### src/rtl/char_pixel_shifter_pkg.sv
// Shared definitions for the character pixel shifter: default widths, the
// glyph row type and the 64-glyph font. Glyph order is @,A..Z,[,\,],^,_,
// space, punctuation, 0..9 and :;<=>? (codes 0..63). Each glyph is 5x7,
// occupies cell rows 3..9, and sits in bits 5..1 of an 8-pixel row so that
// bit 0 and bits 7..6 give inter-character spacing.
package char_pixel_pkg;

  localparam int unsigned CODE_BITS_DEF = 6;
  localparam int unsigned ROW_BITS_DEF  = 4;
  localparam int unsigned GLYPH_W_DEF   = 8;
  localparam int unsigned UL_ROW_DEF    = 10;

  localparam int unsigned FONT_GLYPHS = 64;
  localparam int unsigned FONT_ROWS   = 7;
  localparam int unsigned FONT_TOP    = 3;

  typedef logic [GLYPH_W_DEF-1:0] glyph_row_t;

  // 5-bit rows, bit 4 is the leftmost pixel.
  localparam logic [4:0] FONT [0:FONT_GLYPHS-1][0:FONT_ROWS-1] = '{
    '{5'h0E, 5'h11, 5'h17, 5'h15, 5'h17, 5'h10, 5'h0F},  // @
    '{5'h04, 5'h0A, 5'h11, 5'h11, 5'h1F, 5'h11, 5'h11},  // A
    '{5'h1E, 5'h11, 5'h11, 5'h1E, 5'h11, 5'h11, 5'h1E},  // B
    '{5'h0E, 5'h11, 5'h10, 5'h10, 5'h10, 5'h11, 5'h0E},  // C
    '{5'h1C, 5'h12, 5'h11, 5'h11, 5'h11, 5'h12, 5'h1C},  // D
    '{5'h1F, 5'h10, 5'h10, 5'h1E, 5'h10, 5'h10, 5'h1F},  // E
    '{5'h1F, 5'h10, 5'h10, 5'h1E, 5'h10, 5'h10, 5'h10},  // F
    '{5'h0E, 5'h11, 5'h10, 5'h17, 5'h11, 5'h11, 5'h0F},  // G
    '{5'h11, 5'h11, 5'h11, 5'h1F, 5'h11, 5'h11, 5'h11},  // H
    '{5'h0E, 5'h04, 5'h04, 5'h04, 5'h04, 5'h04, 5'h0E},  // I
    '{5'h07, 5'h02, 5'h02, 5'h02, 5'h02, 5'h12, 5'h0C},  // J
    '{5'h11, 5'h12, 5'h14, 5'h18, 5'h14, 5'h12, 5'h11},  // K
    '{5'h10, 5'h10, 5'h10, 5'h10, 5'h10, 5'h10, 5'h1F},  // L
    '{5'h11, 5'h1B, 5'h15, 5'h15, 5'h11, 5'h11, 5'h11},  // M
    '{5'h11, 5'h11, 5'h19, 5'h15, 5'h13, 5'h11, 5'h11},  // N
    '{5'h0E, 5'h11, 5'h11, 5'h11, 5'h11, 5'h11, 5'h0E},  // O
    '{5'h1E, 5'h11, 5'h11, 5'h1E, 5'h10, 5'h10, 5'h10},  // P
    '{5'h0E, 5'h11, 5'h11, 5'h11, 5'h15, 5'h12, 5'h0D},  // Q
    '{5'h1E, 5'h11, 5'h11, 5'h1E, 5'h14, 5'h12, 5'h11},  // R
    '{5'h0F, 5'h10, 5'h10, 5'h0E, 5'h01, 5'h01, 5'h1E},  // S
    '{5'h1F, 5'h04, 5'h04, 5'h04, 5'h04, 5'h04, 5'h04},  // T
    '{5'h11, 5'h11, 5'h11, 5'h11, 5'h11, 5'h11, 5'h0E},  // U
    '{5'h11, 5'h11, 5'h11, 5'h11, 5'h11, 5'h0A, 5'h04},  // V
    '{5'h11, 5'h11, 5'h11, 5'h15, 5'h15, 5'h15, 5'h0A},  // W
    '{5'h11, 5'h11, 5'h0A, 5'h04, 5'h0A, 5'h11, 5'h11},  // X
    '{5'h11, 5'h11, 5'h11, 5'h0A, 5'h04, 5'h04, 5'h04},  // Y
    '{5'h1F, 5'h01, 5'h02, 5'h04, 5'h08, 5'h10, 5'h1F},  // Z
    '{5'h0E, 5'h08, 5'h08, 5'h08, 5'h08, 5'h08, 5'h0E},  // [
    '{5'h00, 5'h10, 5'h08, 5'h04, 5'h02, 5'h01, 5'h00},  // backslash
    '{5'h0E, 5'h02, 5'h02, 5'h02, 5'h02, 5'h02, 5'h0E},  // ]
    '{5'h04, 5'h0A, 5'h11, 5'h00, 5'h00, 5'h00, 5'h00},  // ^
    '{5'h00, 5'h00, 5'h00, 5'h00, 5'h00, 5'h00, 5'h1F},  // _
    '{5'h00, 5'h00, 5'h00, 5'h00, 5'h00, 5'h00, 5'h00},  // space
    '{5'h04, 5'h04, 5'h04, 5'h04, 5'h04, 5'h00, 5'h04},  // !
    '{5'h0A, 5'h0A, 5'h0A, 5'h00, 5'h00, 5'h00, 5'h00},  // "
    '{5'h0A, 5'h0A, 5'h1F, 5'h0A, 5'h1F, 5'h0A, 5'h0A},  // #
    '{5'h04, 5'h0F, 5'h14, 5'h0E, 5'h05, 5'h1E, 5'h04},  // $
    '{5'h18, 5'h19, 5'h02, 5'h04, 5'h08, 5'h13, 5'h03},  // %
    '{5'h0C, 5'h12, 5'h14, 5'h08, 5'h15, 5'h12, 5'h0D},  // &
    '{5'h0C, 5'h04, 5'h08, 5'h00, 5'h00, 5'h00, 5'h00},  // '
    '{5'h02, 5'h04, 5'h08, 5'h08, 5'h08, 5'h04, 5'h02},  // (
    '{5'h08, 5'h04, 5'h02, 5'h02, 5'h02, 5'h04, 5'h08},  // )
    '{5'h00, 5'h04, 5'h15, 5'h0E, 5'h15, 5'h04, 5'h00},  // *
    '{5'h00, 5'h04, 5'h04, 5'h1F, 5'h04, 5'h04, 5'h00},  // +
    '{5'h00, 5'h00, 5'h00, 5'h00, 5'h0C, 5'h04, 5'h08},  // ,
    '{5'h00, 5'h00, 5'h00, 5'h1F, 5'h00, 5'h00, 5'h00},  // -
    '{5'h00, 5'h00, 5'h00, 5'h00, 5'h00, 5'h0C, 5'h0C},  // .
    '{5'h00, 5'h01, 5'h02, 5'h04, 5'h08, 5'h10, 5'h00},  // /
    '{5'h0E, 5'h11, 5'h13, 5'h15, 5'h19, 5'h11, 5'h0E},  // 0
    '{5'h04, 5'h0C, 5'h04, 5'h04, 5'h04, 5'h04, 5'h0E},  // 1
    '{5'h0E, 5'h11, 5'h01, 5'h02, 5'h04, 5'h08, 5'h1F},  // 2
    '{5'h1F, 5'h02, 5'h04, 5'h02, 5'h01, 5'h11, 5'h0E},  // 3
    '{5'h02, 5'h06, 5'h0A, 5'h12, 5'h1F, 5'h02, 5'h02},  // 4
    '{5'h1F, 5'h10, 5'h1E, 5'h01, 5'h01, 5'h11, 5'h0E},  // 5
    '{5'h06, 5'h08, 5'h10, 5'h1E, 5'h11, 5'h11, 5'h0E},  // 6
    '{5'h1F, 5'h01, 5'h02, 5'h04, 5'h08, 5'h08, 5'h08},  // 7
    '{5'h0E, 5'h11, 5'h11, 5'h0E, 5'h11, 5'h11, 5'h0E},  // 8
    '{5'h0E, 5'h11, 5'h11, 5'h0F, 5'h01, 5'h02, 5'h0C},  // 9
    '{5'h00, 5'h0C, 5'h0C, 5'h00, 5'h0C, 5'h0C, 5'h00},  // :
    '{5'h00, 5'h0C, 5'h0C, 5'h00, 5'h0C, 5'h04, 5'h08},  // ;
    '{5'h02, 5'h04, 5'h08, 5'h10, 5'h08, 5'h04, 5'h02},  // <
    '{5'h00, 5'h00, 5'h1F, 5'h00, 5'h1F, 5'h00, 5'h00},  // =
    '{5'h08, 5'h04, 5'h02, 5'h01, 5'h02, 5'h04, 5'h08},  // >
    '{5'h0E, 5'h11, 5'h01, 5'h02, 5'h04, 5'h00, 5'h04}   // ?
  };

  // Full cell row for (code,row); anything outside the font is background.
  function automatic glyph_row_t font_row(input int unsigned code, input int unsigned row);
    glyph_row_t r;
    r = '0;
    if (code < FONT_GLYPHS && row >= FONT_TOP && row < FONT_TOP + FONT_ROWS)
      r = {2'b00, FONT[6'(code)][3'(row - FONT_TOP)], 1'b0};
    return r;
  endfunction

endpackage

### src/rtl/char_pixel_shifter_if.sv
// Character request channel from the text-mode fetch logic.
// Signals: in_valid/in_ready handshake, in_code, in_row, in_inverse, in_uline.
// master = fetch side (drives the request), slave = pixel shifter.
interface char_pixel_shifter_if
  import char_pixel_pkg::*;
#(
  parameter int unsigned CODE_BITS = CODE_BITS_DEF,
  parameter int unsigned ROW_BITS  = ROW_BITS_DEF
);
  logic                 in_valid;
  logic                 in_ready;
  logic [CODE_BITS-1:0] in_code;
  logic [ROW_BITS-1:0]  in_row;
  logic                 in_inverse;
  logic                 in_uline;

  modport master (output in_valid, in_code, in_row, in_inverse, in_uline, input in_ready);
  modport slave  (input in_valid, in_code, in_row, in_inverse, in_uline, output in_ready);
endinterface

### src/rtl/char_pixel_shifter_glyph_rom.sv
// glyph_rom: registered font lookup, one-cycle latency, address {code,row}.
// Ports: clk, en (capture enable), addr, data (glyph row, MSB = leftmost pixel).
// Codes/rows without a glyph read as zero. Data is not reset; the consumer
// qualifies it with its own valid flag.
module glyph_rom
  import char_pixel_pkg::*;
#(
  parameter int unsigned CODE_BITS = CODE_BITS_DEF,
  parameter int unsigned ROW_BITS  = ROW_BITS_DEF,
  parameter int unsigned GLYPH_W   = GLYPH_W_DEF
) (
  input  logic                          clk,
  input  logic                          en,
  input  logic [CODE_BITS+ROW_BITS-1:0] addr,
  output logic [GLYPH_W-1:0]            data
);
  logic [CODE_BITS-1:0] code;
  logic [ROW_BITS-1:0]  row;

  assign code = addr[CODE_BITS+ROW_BITS-1:ROW_BITS];
  assign row  = addr[ROW_BITS-1:0];

  always_ff @(posedge clk) begin
    if (en) data <= GLYPH_W'(font_row(32'(code), 32'(row)));
  end
endmodule

### src/rtl/char_pixel_shifter.sv
// char_pixel_shifter: takes {code,row,attributes} requests, looks the glyph
// row up in glyph_rom (stage S1) and serialises it MSB-first, one pixel per
// PIX_REP pix_en strobes, with inverse video and sticky underrun detection.
// Ports: clk, reset (sync, active-high), req (char_pixel_shifter_if.slave),
//        pix_en (VGA pixel enable), pix_out, pix_valid, underrun.
// Optional: define CHAR_PIXEL_UNDERLINE_EN to add parameter UL_ROW and force
// the underline row to all-foreground when in_uline is set.
module char_pixel_shifter
  import char_pixel_pkg::*;
#(
  parameter int unsigned CODE_BITS = CODE_BITS_DEF,
  parameter int unsigned ROW_BITS  = ROW_BITS_DEF,
  parameter int unsigned GLYPH_W   = GLYPH_W_DEF,
  parameter int unsigned PIX_REP   = 1
`ifdef CHAR_PIXEL_UNDERLINE_EN
  , parameter int unsigned UL_ROW  = UL_ROW_DEF
`endif
) (
  input  logic                clk,
  input  logic                reset,
  char_pixel_shifter_if.slave req,
  input  logic                pix_en,
  output logic                pix_out,
  output logic                pix_valid,
  output logic                underrun
);
  localparam int unsigned CNT_W = $clog2(GLYPH_W + 1);
  localparam int unsigned REP_W = $clog2(PIX_REP) + 1;

  logic               s1_valid;
  logic               s1_inv;
  logic [GLYPH_W-1:0] rom_data;
  logic [GLYPH_W-1:0] load_row_c;
  logic [GLYPH_W-1:0] shreg;
  logic [CNT_W-1:0]   pix_cnt;
  logic [REP_W-1:0]   rep_cnt;
  logic               inv;
  logic               accept_c;
  logic               load_c;
  logic               rep_last_c;

  glyph_rom #(
    .CODE_BITS (CODE_BITS),
    .ROW_BITS  (ROW_BITS),
    .GLYPH_W   (GLYPH_W)
  ) u_rom (
    .clk  (clk),
    .en   (accept_c),
    .addr ({req.in_code, req.in_row}),
    .data (rom_data)
  );

  // Load when the shifter is idle, or on the strobe that retires its last pixel.
  assign rep_last_c   = (rep_cnt == REP_W'(PIX_REP - 1));
  assign load_c       = s1_valid & ((pix_cnt == '0) |
                                    (pix_en & (pix_cnt == CNT_W'(1)) & rep_last_c));
  assign req.in_ready = ~s1_valid | load_c;
  assign accept_c     = req.in_valid & req.in_ready;

`ifdef CHAR_PIXEL_UNDERLINE_EN
  // Underline decision is made at accept time so only one flag is carried.
  logic s1_ul;

  always_ff @(posedge clk) begin
    if (reset)         s1_ul <= 1'b0;
    else if (accept_c) s1_ul <= req.in_uline & (req.in_row == ROW_BITS'(UL_ROW));
  end

  assign load_row_c = s1_ul ? '1 : rom_data;
`else
  logic unused_uline;
  assign unused_uline = req.in_uline;
  assign load_row_c   = rom_data;
`endif

  // S1 occupancy, shifter and underrun state.
  always_ff @(posedge clk) begin
    if (reset) begin
      s1_valid <= 1'b0;
      s1_inv   <= 1'b0;
      shreg    <= '0;
      pix_cnt  <= '0;
      rep_cnt  <= '0;
      inv      <= 1'b0;
      underrun <= 1'b0;
    end else begin
      if (accept_c) begin
        s1_valid <= 1'b1;
        s1_inv   <= req.in_inverse;
      end else if (load_c) begin
        s1_valid <= 1'b0;
      end

      if (load_c) begin
        shreg   <= load_row_c;
        pix_cnt <= CNT_W'(GLYPH_W);
        rep_cnt <= '0;
        inv     <= s1_inv;
      end else if (pix_en && pix_cnt != '0) begin
        if (rep_last_c) begin
          shreg   <= {shreg[GLYPH_W-2:0], 1'b0};
          pix_cnt <= pix_cnt - CNT_W'(1);
          rep_cnt <= '0;
        end else begin
          rep_cnt <= rep_cnt + REP_W'(1);
        end
      end

      if (pix_en && pix_cnt == '0 && !load_c) underrun <= 1'b1;
    end
  end

  assign pix_valid = (pix_cnt != '0);
  assign pix_out   = pix_valid & (shreg[GLYPH_W-1] ^ inv);
endmodule

### src/flat_wrapper.sv
// flat-port wrapper written by rule: the top's interface ports become plain ports
module char_pixel_shifter_flat import char_pixel_pkg::*;
#(
  parameter int unsigned CODE_BITS = CODE_BITS_DEF,
  parameter int unsigned ROW_BITS  = ROW_BITS_DEF,
  parameter int unsigned GLYPH_W   = GLYPH_W_DEF,
  parameter int unsigned PIX_REP   = 1

)
  (clk, reset, pix_en, pix_out, pix_valid, underrun, req_in_valid, req_in_code, req_in_row, req_in_inverse, req_in_uline, req_in_ready);
  char_pixel_shifter_if #(.CODE_BITS(CODE_BITS), .ROW_BITS(ROW_BITS)) req_i ();
  input  logic clk;
  input  logic reset;
  input  logic pix_en;
  output logic pix_out;
  output logic pix_valid;
  output logic underrun;
  input wire logic [$bits(req_i.in_valid)-1:0] req_in_valid;
  input wire logic [$bits(req_i.in_code)-1:0] req_in_code;
  input wire logic [$bits(req_i.in_row)-1:0] req_in_row;
  input wire logic [$bits(req_i.in_inverse)-1:0] req_in_inverse;
  input wire logic [$bits(req_i.in_uline)-1:0] req_in_uline;
  output wire logic [$bits(req_i.in_ready)-1:0] req_in_ready;
  assign req_i.in_valid = req_in_valid;
  assign req_i.in_code = req_in_code;
  assign req_i.in_row = req_in_row;
  assign req_i.in_inverse = req_in_inverse;
  assign req_i.in_uline = req_in_uline;
  assign req_in_ready = req_i.in_ready;
  char_pixel_shifter #(.CODE_BITS(CODE_BITS), .ROW_BITS(ROW_BITS), .GLYPH_W(GLYPH_W), .PIX_REP(PIX_REP)) u_core (.clk(clk), .reset(reset), .req(req_i), .pix_en(pix_en), .pix_out(pix_out), .pix_valid(pix_valid), .underrun(underrun));
endmodule
### config.mk
export PLATFORM = sky130hd
export DESIGN_NAME = char_pixel_shifter_flat
export DESIGN_NICKNAME = d
export VERILOG_FILES = /design/src/rtl/char_pixel_shifter_pkg.sv /design/src/rtl/char_pixel_shifter_if.sv /design/src/rtl/char_pixel_shifter_glyph_rom.sv /design/src/rtl/char_pixel_shifter.sv /design/src/flat_wrapper.sv
export SDC_FILE = /design/constraint.sdc
export NUM_CORES = 1
export LEC_CHECK = 0
export ABC_AREA = 1
export BUFFER_PORTS_ARGS = -buffer_cell sky130_fd_sc_hd__buf_2
export CAP_MARGIN = 40
export CORE_UTILIZATION = 45
export CTS_CLUSTER_DIAMETER = 30
export DETAILED_ROUTE_END_ITERATION = 7
export SETUP_SLACK_MARGIN = 0.02
export SYNTH_ARGS = -nofsm -noshare
export SYNTH_HDL_FRONTEND = slang
export SYNTH_SLANG_ARGS = --single-unit
### constraint.sdc
create_clock -name clk -period 2.3 [get_ports clk]
set_clock_uncertainty 0.15 [all_clocks]
set_input_delay 0.46 -clock clk [delete_from_list [all_inputs] [get_ports clk]]
set_output_delay 0.46 -clock clk [all_outputs]
set_load 0.005 [all_outputs]
# --- Word level (Yosys, flattened, before mapping) ---
# Memory sizes are Yosys's and may differ from the RTL's.
# Cells that the tools add are included.
word_totals:
  memories: 1
  in_bits: 16
  wordCells: 58
  output_inout_bits: 4
  rom_bits: 2240
  register_bits: 25
mem_list:
  columns: ["name", "depth", "width", "read_ports", "rd_ports_with_merged_regs", "write_ports", "line_no", "source"]
  rows:
  - ["(name not given)", 64, 35, 1, 0, 0, "char_pixel_shifter_pkg.sv:92", "r = {2'b00, FONT[6'(code)][3'(row - FONT_TOP)], 1'b0};"]
op_classes:
  order_cmp: 4
  add_sub_neg: 3
  n_bitwise: 12
  n_reduce_logical: 12
  n_eq_ne: 2
  mux: 14
op_table:
  columns: ["cell", "count"]
  rows:
  - ["$mux 35", 2]
  - ["$mux 8", 3]
  - ["$bmux 5 s3", 1]
  - ["$mux 4", 3]
  - ["$mux 5", 2]
  - ["$ge 7x7->1 const B", 1]
  - ["$not 6->7", 1]
  - ["$and 1x1->1", 5]
  - ["$eq 4x1->1 const B", 1]
  - ["$ge 4x2->1 const B", 1]
  - ["$ge 4x4->1 const B", 1]
  - ["$logic_and 1x1->1", 4]
  - ["$logic_not 4->1", 1]
  - ["$lt 4x4->1 const B", 1]
  - ["$not 3->4", 1]
  - ["$reduce_and 2->1", 2]
  - ["$reduce_bool 2->1", 2]
  - ["$reduce_bool 4->1", 1]
  - ["$sub 4x1->4 const B", 1]
  - ["$mux 1", 3]
  - ["$sub 3x2->3 const B", 1]
  - ["$ne 2x2->1 const B", 1]
  - ["$not 1->1", 2]
  - ["$or 1x1->1", 2]
  - ["other kinds (4)", 4]

# --- Depth between registers and ports, before layout ---
# Gate-level depths: netlist of run 1.
depth:
  word_depth: 8
  depth_mapped: 15
  mapped_depth_nobuf: 15

# --- Modules after synthesis ---
# From an unflattened synthesis of run 1, not the netlist that was laid out.
hier_totals:
  cells_unflattened: 692
  area_unflattened_um2: 3838.7
by_module_without_submodules:
  columns: ["module", "n_inst", "cells_per_inst", "seq_area_each_um2", "area_each_um2"]
  rows:
  - ["glyph_rom", 1, 574, 150.1, 3014.1]
  - ["char_pixel_shifter", 1, 118, 320.3, 824.5]

# --- Worst setup path after synthesis of run 1 ---
# Ideal clock, no wire load.
synth_timing:
  kind: "input to register"
  start: "in req_in_code[1]"
  end: "reg u_core.u_rom.data[5] (data pin)"
  t_arrival_ps: 1754
  path_buffers: 0
  setup_time_ps: 254
  path_slack_ps: 142
  cell_stages: 10
  t_required_ps: 1896
  cell_sequence: "inv_1 ha_1 nand2_1 inv_2 o21ai_0 nand4_1 nand3_1 nand3_1 a21oi_1 nor2_1"
synth_via:
  elab_chain_cells: 7
synth_rtl:
  columns: ["element", "line_no", "source"]
  rows:
  - ["start: declaration", "flat_wrapper.sv:19", "input wire logic [$bits(req_i.in_code)-1:0] req_in_code;"]
  - ["$not 6->7 (not written as such)", "char_pixel_shifter_pkg.sv:92", null]
  - ["$mem_v2 64x35", null, null]
  - ["$mux 35 (not written as such) (2 in series)", "char_pixel_shifter_pkg.sv:92", null]
  - ["$bmux 5 s3", "char_pixel_shifter_pkg.sv:92", null]
  - ["$mux 5 (not written as such) (2 in series)", "char_pixel_shifter_pkg.sv:92", null]
  - ["end signal: assignment", "char_pixel_shifter_glyph_rom.sv:24", "if (en) data <= GLYPH_W'(font_row(32'(code), 32'(row)));"]
  - ["end: declaration", "char_pixel_shifter_glyph_rom.sv:15", "output logic [GLYPH_W-1:0] data"]
# No other way between the ends. The select of a mux whose other input is x is not followed.
# A chain may end at the register's enable or synchronous reset.

# --- Final worst setup path of run 1 ---
layout_timing:
  start: "in req_in_code[1]"
  end: "reg u_core.u_rom.data[1] (data pin)"
# The elaborated chain is that of the path after synthesis.

==> metrics.md, run 1 <==
| Metric | Value |
|---|---|
| Status | `complete, no violations` |
| DR vias/cell | `approximately 6.3` |
| Post-synth EDFFs | `5` |
| I/O pins | `20` |
| Async S/R FF share, synth | `0` |
| Worst-case reg-to-reg path depth | `8` |
| Die W | `90.4 um` |
| Yosys top cell area share | `0.245` |
| H-Tree Depth | `1` |
| CTS buffer count | `3` |
| Worst hold slack | `299 ps` |
| Yosys warnings | `0` |
| Antenna violations before repair | `0` |
| Seq/Total Area, Yosys | `0.128` |
| Largest cells by area after synthesis | `nand2_1, nand3_1, dfxtp_1, a21oi_1, ha_1` |
| Initial detailed-routing violation count | `938` |
| PD cells | `464 nW/um^2` |
| Setup TNS | `0 ps` |
| Ant diodes | `0` |
| Synth unique cells | `39` |
| Finished Cell Area | `4570 sq um` |
| Initial core utilization | `0.475` |
| Syn Inst Count | `648` |
| Wire length per cell | `20.1 um` |
| Biggest area consumer among synthesized cells | `nand2_1` |
| WHS Endpoint | `u_core.underrun$_SDFFE_PP0P_` |
| Synth Area per Inst | `5.43 sq um` |
| Grt ovf | `0` |
| Register share of total power | `0.242` |
| Num rows | `31` |
| Max rail drop VDD | `0.000293 V` |
| Final period util | `0.978` |
| Final Slew Violations | `0` |
| Largest net degree at the start of global routing | `29` |
| Slew HR | `0.679` |
| Power share of the combinational group | `0.646` |
| Top FF cell, synth | `dfxtp_1` |
| Sw frac | `0.497` |
| Reg-to-reg endpoint | `u_core.pix_cnt[1]$_SDFFE_PP0P_` |
| Worst EP required | `~2200 ps` |
| Hold path cells | `2` |
| CTS tree | `built` |
| ANT nets after route | `0` |
| Leakage | `0.00225 uW` |
| Fraction of layout cells with a size suffix above 1 | `0.240` |
| Fmax | `between 400 and 500 MHz` |
| Area grow syn2layout | `29.9%` |
| First-pass GRT wire length | `26.2 mm` |
| Vias in the first global route | `4863` |
| DP HPWL | `approximately 13 mm` |
| CTS clk-pin slew, worst paths | `around 70 ps` |
| Maxcap violations | `0` |
| Slowest CP cell | `o21ai_0` |
| Drt pass-1 iters | `6` |
| GRT Total Usage | `0.411` |
| Post-Route WL | `16.8 mm` |
| Crit. End Element | `flop` |
| Final setup vio count | `0` |
| CP arrival | `between 2000 and 2500 ps` |
| Crit-path cells | `buf_4 -> buf_12 -> ha_1 -> nor2_2 -> nor2_1 -> o21ai_0 -> nand4_1 -> nand3_1 -> nand2_1 -> nor2_1 -> nor2_1` |
| Buffers on Ports | `18` |
| DRC Markers | `0` |
| Post-CTS Repair Setup Buffers | `0` |
| Root buf cell | `clkbuf_8` |
| Max incr delay on CP | `350 ps` |
| Sink Count | `20` |
| Die area | `a little over 8000 sq um` |
| Commonest non-fill, non-tap cells in the layout | `nand2_1, nand3_1, buf_4` |
| Cell Int Power | `1070 uW` |
| Final Hold Viols | `0` |
| Routability cong. | `1.08` |
| Syn_nets | `683` |
| DP Area | `about 4400 sq um` |
| Synth Cell Area | `3520 sq um` |
| Filler Cell Count | `about 740` |
| Psw | `about 1100 uW` |
| Critical path type | `input pin to flop` |
| Worst-Margin Slew | `480 ps` |
| Clock tree buffer depth | `2` |
| Clk_lat worst skew | `260 ps` |
| Flops & latches, synth | `20` |
| Commonest non-fill, non-tap cell in the layout | `nand2_1` |
| Period minus WS final | `roughly 2200 ps` |
| Most used cell, CP | `nor2_1` |
| CP startpoint kind | `input pin` |
| Unrepaired setup endpoints after global routing | `yes` |
| Hold Startpoint | `u_core.underrun$_SDFFE_PP0P_` |
| Reg-to-reg slack, setup | `280 ps` |
| Core area | `7410 sq um` |
| FF-to-FF Start | `u_core.pix_cnt[0]$_SDFFE_PP0P_` |
| Nets | `773` |
| Largest fanout on the critical path | `6` |
| Die Span Y | `90.4 um` |
| Clk network pwr share | `0.112` |
| Hold bufs inserted after CTS | `0` |
| Via count | `5231` |
| Hold WC Path Type | `flop to flop` |
[power groups by stage]
stage                     sequential, uW  clock, uW  combinational, uW
after detailed placement             518          0               1270
after global routing                 523        258               1490
after CTS                            511        241               1280
final                                512        238               1370
after global placement               510          0               1240
after floorplan                      505          0                804
[routing by layer]
layer,share of wire,GRT usage,vias to the layer above
met3,0.17,0.114,98
met1,0.38,0.553,2302
met4,0.053,0.171,0
met5,0,0,-
met2,0.40,0.611,488
li1,-,-,2343
[sequential cells by signal (all words and copies together), names as in the netlist]
signal and flops:
u_core.inv 1, u_core.u_rom.data 5, u_core.s1_inv 1, u_core.pix_cnt 4
u_core.shreg 7, u_core.underrun 1, u_core.s1_valid 1
[worst max path at each step]
stage | start | endpoint | slack, ps | cells after the start
after floorplan | req_in_code[1] | u_core.u_rom.data[5]$_SDFFCE_PN0P_ | 140 | 10
after global placement | req_in_code[1] | u_core.u_rom.data[5]$_SDFFCE_PN0P_ | -300 | 13
after detailed placement | req_in_code[0] | u_core.u_rom.data[3]$_SDFFCE_PN0P_ | -280 | 12
after CTS | req_in_code[0] | u_core.u_rom.data[1]$_SDFFCE_PN0P_ | 30 | 13
after global routing | req_in_code[0] | u_core.u_rom.data[1]$_SDFFCE_PN0P_ | 10 | 13
final | req_in_code[1] | u_core.u_rom.data[1]$_SDFFCE_PN0P_ | 50 | 11
[stage by stage]
step | total power [uW] | instances | util | setup slack, ps
floorplan | 1310 | 648 | - | 142
global placement | 1750 | 832 | 0.590 | -296
detailed placement | 1790 | 832 | 0.590 | -283
CTS | 2030 | 836 | 0.598 | 30.6
global route | 2270 | 836 | 0.617 | 13.0
finish | 2120 | 836 | 0.617 | 50.3
[synth_stat cells, drive strengths merged (3+ instances only)]
master,n
a21oi,53
a31oi,7
buf,31
clkbuf,4
dfxtp,15
edfxtp,5
ha,19
inv,43
nand2,235
nand3,116
nand4,17
nor2,50
nor3,4
o211ai,6
o21ai,27
or2,3
[critical path, delay by kind of cell]
family                     cells  cell delay, ps
buffers and inverters          2             270
AOI/OAI and AO/OA              1             350
adders and majority gates      1             270
and+or+nand+nor                7             760
[layout make-up]
cell class	instances	area [sq um]	area share
Clock buffer	4	45.0	0.00985
Inverter	44	173	0.0378
Timing Repair Buffer	120	961	0.210
Multi-Input combinational cell	549	2820	0.617
Sequential cell	20	450	0.0985
Tap cell	99	124	0.0271
[cell families (layout without fill, tap and decap cells)]
family | Yosys count | after routing | synth area share
AOI/OAI and AO/OA | 101 | 101 | 0.158
buffers and inverters | 79 | 168 | 0.112
DFF | 20 | 20 | 0.128
and+or+nand+nor | 427 | 427 | 0.530
xor gates and xnor gates | 2 | 2 | 0.00498
adders and majority gates | 19 | 19 | 0.0676
[what timing repair did]
action | CTS | global route
endpoints found under the setup margin | 4 | 5
gates resized for setup | 4 | 44
cloned | 0 | 0
pin swaps | 0 | 9
Note: power is estimated with default switching activity, not from simulation.
==> inputs of run 2 (changes only) <==
- ABC_AREA: 1 -> unset
==> run 2 against run 1 <==
  * The run now ends with setup timing left
  * Final cell count down 0.12%
  * Total power is 13% higher
  * Area after synthesis is 13% higher
  * Sequential share of layout area fell by 2.2 points
  * Utilization up 8.3 points
  * Sequential power increased by 1%
  * Non-clock buffer count grew 92
  * Routed wire length is 20% higher
  * Worst setup slack worse by 150 ps
  * Critical path type unchanged
  * Largest cell class unchanged
  * Highest routed layer unchanged
==> metrics.md, run 2 <==
| Metric | Value |
|---|---|
| Status | `complete, but fails checks` |
| Failing checks | `setup timing` |
| Hold bufs inserted after CTS | `0` |
| Via count | `5815` |
| Die area | `approximately 9200 sq um` |
| Syn_nets | `615` |
| Core area | `8380 sq um` |
| Fmax | `416 MHz` |
| ANT nets after route | `0` |
| Sink Count | `20` |
| First-pass GRT wire length | `30.5 mm` |
| GRT Total Usage | `0.445` |
| Fraction of layout cells with a size suffix above 1 | `0.364` |
| Die Span Y | `96.0 um` |
| Initial detailed-routing violation count | `938` |
| Final setup margin | `-103 ps` |
| Post-synthesis compound-gate area fraction | `0.423` |
| Syn Inst Count | `580` |
| Max FFs per register | `7` |
| Met1 GRT Util | `0.567` |
| Max rail drop VDD | `0.000237 V` |
| Most common cell in the netlist | `o21ai_0` |
| Clock tree buffer depth | `2` |
| Top cells by count, synth | `o21ai_0, a21oi_1, nand2_1` |
| Post-synthesis xor/xnor area fraction | `0.0154` |
| Async S/R FF share, synth | `0` |
| Post-synth EDFFs | `5` |
| Area grow syn2layout | `47.6%` |
| Drt pass-1 iters | `7` |
| Largest fanout on the critical path | `5` |
| Finished Cell Area | `5870 sq um` |
| Hold WC Path Type | `input pin to flop` |
| Grt ovf | `0` |
| Post-Synth Adder-Cell Area | `0.0598` |
| Slew HR | `0.657` |
| Initial core utilization | `0.475` |
| Largest family of logic cells by synthesized area | `compound AO/OA/AOI/OAI gates` |
| Antenna violations before repair | `0` |
| Mux cell area share after synthesis | `0.0365` |
| Top Usage Layer GRT | `met2` |
| Largest net degree at the start of global routing | `27` |
| Regs by FF count | `u_core.shreg (7), u_core.u_rom.data (5), u_core.pix_cnt (4)` |
| Unrepaired setup endpoints after global routing | `yes` |
| Leakage | `0.00242 uW` |
| CP arrival | `2270 ps` |
| Nets | `766` |
| Maxcap violations | `0` |
| Seq/Total Area, Yosys | `0.113` |
| Commonest non-fill, non-tap cells in the layout | `buf_4, o21ai_0, a21oi_1` |
| Synth Area per Inst | `slightly below 7 sq um` |
| DR vias/cell | `between 6 and 7` |
| Core Util, Final | `0.701` |
| Period minus WS final | `2400 ps` |
| Num rows | `33` |
| Clk_lat worst skew | `260 ps` |
| Dpl ws | `-700 ps` |
| Largest cells by area after synthesis | `dfxtp_1, o21ai_0, ha_1, a21oi_1, nor2b_1` |
| Post-Route WL | `20.2 mm` |
| Yosys warnings | `0` |
| Met3 usage | `0.111` |
| Ant diodes | `0` |
| CP startpoint kind | `input pin` |
| CTS tree | `built` |
| Synth Cell Area | `slightly below 4000 sq um` |
| Buffers on Ports | `18` |
| Root buf cell | `clkbuf_8` |
| Top FF cell, synth | `dfxtp_1` |
| Final period util | `1.04` |
| Setup TNS | `-229 ps` |
| Commonest non-fill, non-tap cell in the layout | `buf_4` |
| DRC Markers | `0` |
| Final setup vio count | `5` |
| Flops & latches, synth | `20` |
| Filler Cell Count | `693` |
| Worst EP required | `2160 ps` |
| Die W | `96.0 um` |
| CTS buffer count | `3` |
| DP Area | `5510 sq um` |
| PD cells | `408 nW/um^2` |
| Biggest area consumer among synthesized cells | `dfxtp_1` |
| M2 GR Usage | `0.680` |
| H-Tree Depth | `1` |
| Largest Register | `u_core.shreg` |
| Worst-Margin Slew | `between 500 and 600 ps` |
| Wire length per cell | `roughly 24 um` |
| I/O pins | `20` |
| Routability cong. | `1.04` |
| Simple-gate share of the synthesized area | `0.257` |
| DP HPWL | `15.0 mm` |
| Vias in the first global route | `about 5500` |
| Synth unique cells | `74` |
| Crit. End Element | `flop` |
| Critical path type | `input pin to flop` |
| Yosys top cell area share | `0.0755` |
| Total power | `~2400 uW` |
| CTS clk-pin slew, worst paths | `70 ps` |
| Final Hold Viols | `0` |
| Final Slew Violations | `0` |
-- run 2: cell types whose count changed in the layout (fill, tap and decap cells not counted), sizes merged, moves of 17 or more --
cell / delta
o21ai: +31
nand2: -193
buf: +93
inv: -32
nor2b: +27
nand3: -92
nand2b: +17
-- run 2: through the flow --
stage | cells | hold WS, ps
2_1_floorplan | 580 | 287
3_3_place_gp | 825 | 295
3_5_place_dp | 825 | 303
4_1_cts | 832 | 303
5_1_grt | 835 | 313
6_report | 835 | 301
-- run 2: area by class of cell --
class / instances / area (sq um) / share of cell area
Clock buffer: 4 / 45.0 / 0.00767
Inverter: 14 / 88.8 / 0.0151
Timing Repair Buffer: 212 / 1750 / 0.298
Multi-Input combinational cell: 480 / 3410 / 0.580
Tap cell: 105 / 131 / 0.0224
Sequential cell: 20 / 450 / 0.0767
-- run 2: worst max-delay path, cell delays in order --
cell and delay (ps):
buf_12 120, buf_4 150, ha_2 230, buf_4 150, and2_1 220, a32oi_1 190, a311oi_1 120, o31ai_1 300
nand3_1 150, o311a_1 150
-- run 2: layer usage --
| metal | part of all wire | vias up |
|---|---|---|
| met4 | 0.068 | 0 |
| met3 | 0.14 | 136 |
| met1 | 0.37 | 2619 |
| met2 | 0.43 | 540 |
| li1 | - | 2520 |
| met5 | 0 | - |
-- run 2: power breakdown --
group	internal, uW	switching (uW)	total (uW)
logic	718	926	1640
registers	461	57.6	518
clock network	123	109	233
total	1300	1090	2400
-- run 2: worst paths after layout --
check                                  from  slack (ps)  depth (start not counted)                                 end
max                          req_in_code[1]        -100                         10  u_core.u_rom.data[4]$_SDFFCE_PN0P_
min                            req_in_valid         300                          3        u_core.s1_valid$_SDFFE_PP0P_
max reg2reg  u_core.pix_cnt[0]$_SDFFE_PP0P_         260                          8      u_core.pix_cnt[3]$_SDFFE_PP0P_
min reg2reg    u_core.underrun$_SDFFE_PP0P_         320                          2        u_core.underrun$_SDFFE_PP0P_
-- run 2: cell families (layout without fill, tap and decap cells) --
group,Yosys count,count (layout)
multiplexers,12,12
flip-flops,20,20
AO/OA/AOI/OAI,242,242
buffers and inverters,80,230
AND/OR/NAND/NOR,200,200
adder cells (fa/ha/maj),19,19
XOR/XNOR,7,7
-- run 2: repair_timing --
item / in CTS / in global routing
setup buffers: 3 / 3
pin swaps: 5 / 14
endpoints found under the setup margin: 5 / 5
resized for setup: 43 / 26
==> inputs of run 3 (changes only) <==
- CORE_MARGIN: unset -> 4
==> run 3 against run 2 <==
  * The flow still finishes with violations (setup timing)
  * Critical path depth down 1
  * Maximum frequency down 1.2%
  * Combinational power hardly changed
  * Routed wire length grew 5.9%
  * Design area grew 2.5%
  * Hold slack got worse by 15 ps
  * Clock power up 31%
  * First-iteration DRC count down 13%
  * Total power rose by 4.0%
  * Largest power group unchanged
==> metrics.md, run 3 (synthesis results as in run 2) <==
| Metric | Value |
|---|---|
| Wire length per cell | `24.9 um` |
| Cell Int Power | `roughly 1400 uW` |
| Largest fanout on the critical path | `6` |
| CTS tree | `built` |
| PD cells | `414 nW/um^2` |
| Slew HR | `0.668` |
| Root buf cell | `clkbuf_8` |
| Buffers on Ports | `18` |
| Final setup vio count | `5` |
| DR vias/cell | `around 7` |
| Num rows | `34` |
| Largest Register | `u_core.shreg` |
| CP arrival | `around 2400 ps` |
| Sw frac | `0.452` |
| Clk_lat worst skew | `260 ps` |
| Critical path type | `input pin to flop` |
| Fmax | `411 MHz` |
| Sink Count | `20` |
| Maxcap violations | `0` |
| Worst EP required | `about 2300 ps` |
| Antenna violations before repair | `1` |
| Area of the multi-input gates | `3430 sq um` |
| Power share of the combinational group | `0.666` |
| Clk network pwr share | `0.123` |
| Die area | `10400 sq um` |
| H-Tree Depth | `1` |
| Die Span Y | `102 um` |
| Register share of total power | `0.211` |
| Clock tree buffer depth | `2` |
| Ant diodes | `0` |
| Hold WC Path Type | `input pin to flop` |
| Regs by FF count | `u_core.shreg (7), u_core.u_rom.data (5), u_core.pix_cnt (4)` |
| Max incr delay on CP | `470 ps` |
| Final Slew Violations | `0` |
| Routability cong. | `1.13` |
| DP HPWL | `16.4 mm` |
| Filler Cell Count | `726` |
| Crit. End Element | `flop` |
| Fin cells | `857` |
| Max FFs per register | `7` |
| Via count | `5933` |
| Slowest CP cell | `mux4_2` |
| Psw | `1120 uW` |
| Nets | `between 700 and 800` |
| Unrepaired setup endpoints after global routing | `yes` |
| Post-Route WL | `21.3 mm` |
| GRT Total Usage | `0.404` |
| Die W | `roughly 100 um` |
| Initial detailed-routing violation count | `812` |
| CP startpoint kind | `input pin` |
| CTS clk-pin slew, worst paths | `80 ps` |
| Reg-to-reg slack, setup | `180 ps` |
| Dpl ws | `-639 ps` |
| Leakage | `0.00252 uW` |
| Final Hold Viols | `0` |
| Register Area | `450 sq um` |
| CP Buf/Inv Count | `3` |
| Failing checks | `setup timing` |
| Worst-Margin Slew | `498 ps` |
| Grt ovf | `0` |
| First-pass GRT wire length | `32.1 mm` |
| Max rail drop VDD | `0.000309 V` |
| DRC Markers | `0` |
| Largest net degree at the start of global routing | `27` |
| Status | `complete, but fails checks` |
| Period minus WS final | `2430 ps` |
| ANT nets after route | `0` |
| CTS buffer count | `3` |
| Crit-path cells | `buf_12 -> inv_16 -> ha_1 -> buf_4 -> mux4_2 -> a211o_1 -> a221o_1 -> nand3_1 -> o311a_1` |
| Vias in the first global route | `5612` |
| CP delay by family, top | `compound AO/OA/AOI/OAI gates` |
| Commonest non-fill, non-tap cells in the layout | `buf_4, o21ai_0, a21oi_1` |
| Final setup margin | `-133 ps` |
| Final period util | `1.06` |
| Initial core utilization | `0.458` |
| Core area | `8680 sq um` |
| Drt pass-1 iters | `5` |
| Area grow syn2layout | `51.3%` |
| Dpl cells | `848` |
| Fraction of layout cells with a size suffix above 1 | `0.385` |
| I/O pins | `20` |
| Commonest non-fill, non-tap cell in the layout | `buf_4` |
-- run 3: changes by cell type in the layout (fill, tap and decap cells not counted), moves of 3 or more --
cell     delta
buf_12      -5
buf_4      +23
o21ai_0     -3
o31ai_1     -3
o31ai_2     +3
-- run 3: power by group through the flow --
stage | Combinational, uW | Clock, uW | Sequential [uW]
3_3_place_gp | 1470 | 0 | 524
5_1_grt | 1760 | 337 | 533
3_5_place_dp | 1500 | 0 | 528
4_1_cts | 1570 | 309 | 521
2_1_floorplan | 876 | 0 | 510
6_report | 1660 | 306 | 525
-- run 3: stage by stage --
stage	util	hold WS, ps	power [uW]	TNS (ps)	instance area (sq um)
after CTS	0.683	287	2400	-206	5920
final	0.694	286	2490	-310	6020
after global routing	0.694	291	2630	-617	6020
after floorplan	-	287	1390	-170	4100
after detailed placement	0.647	322	2030	-3010	5620
after global placement	0.647	294	2000	-2850	5620
-- run 3: worst reg2reg max path, delay by kind of cell (launching register included) --
kind	cells	cell delay (ps)
adder cells (fa/ha/maj)	1	190
AO/OA/AOI/OAI	1	320
buffers and inverters	2	340
AND/OR/NAND/NOR	3	690
flip-flops	1	330
-- run 3: area by class of cell --
class	instances	area share
clock buffer	4	0.0110
sequential	20	0.0748
timing repair buffer	231	0.308
tap	108	0.0224
inverter	14	0.0141
multi-input combinational	480	0.569
-- run 3: metal layers --
metal	routed length, um	GRT usage	vias to the layer above	part of all wire
met2	9270	0.642	509	0.43
met5	13	0	-	0.00061
met1	7950	0.530	2735	0.37
met3	2680	0.0689	125	0.13
met4	1440	0.198	2	0.067
li1	-	-	2562	-
-- run 3: timing repair --
action	in CTS	in global routing
setup buffers	3	1
setup endpoints to repair	5	6
gates cloned	1	0
hold buffers	0	0
pin swaps	16	7
resized for setup	52	18
-- run 3: worst paths after layout --
| check | to | cells after the start | start |
|---|---|---|---|
| max | u_core.u_rom.data[4]$_SDFFCE_PN0P_ | 9 | req_in_code[1] |
| min | u_core.s1_valid$_SDFFE_PP0P_ | 3 | req_in_valid |
| max reg2reg | u_core.shreg[2]$_SDFFE_PP0P_ | 7 | u_core.pix_cnt[0]$_SDFFE_PP0P_ |
| min reg2reg | u_core.shreg[7]$_SDFFE_PP0P_ | 2 | u_core.shreg[7]$_SDFFE_PP0P_ |
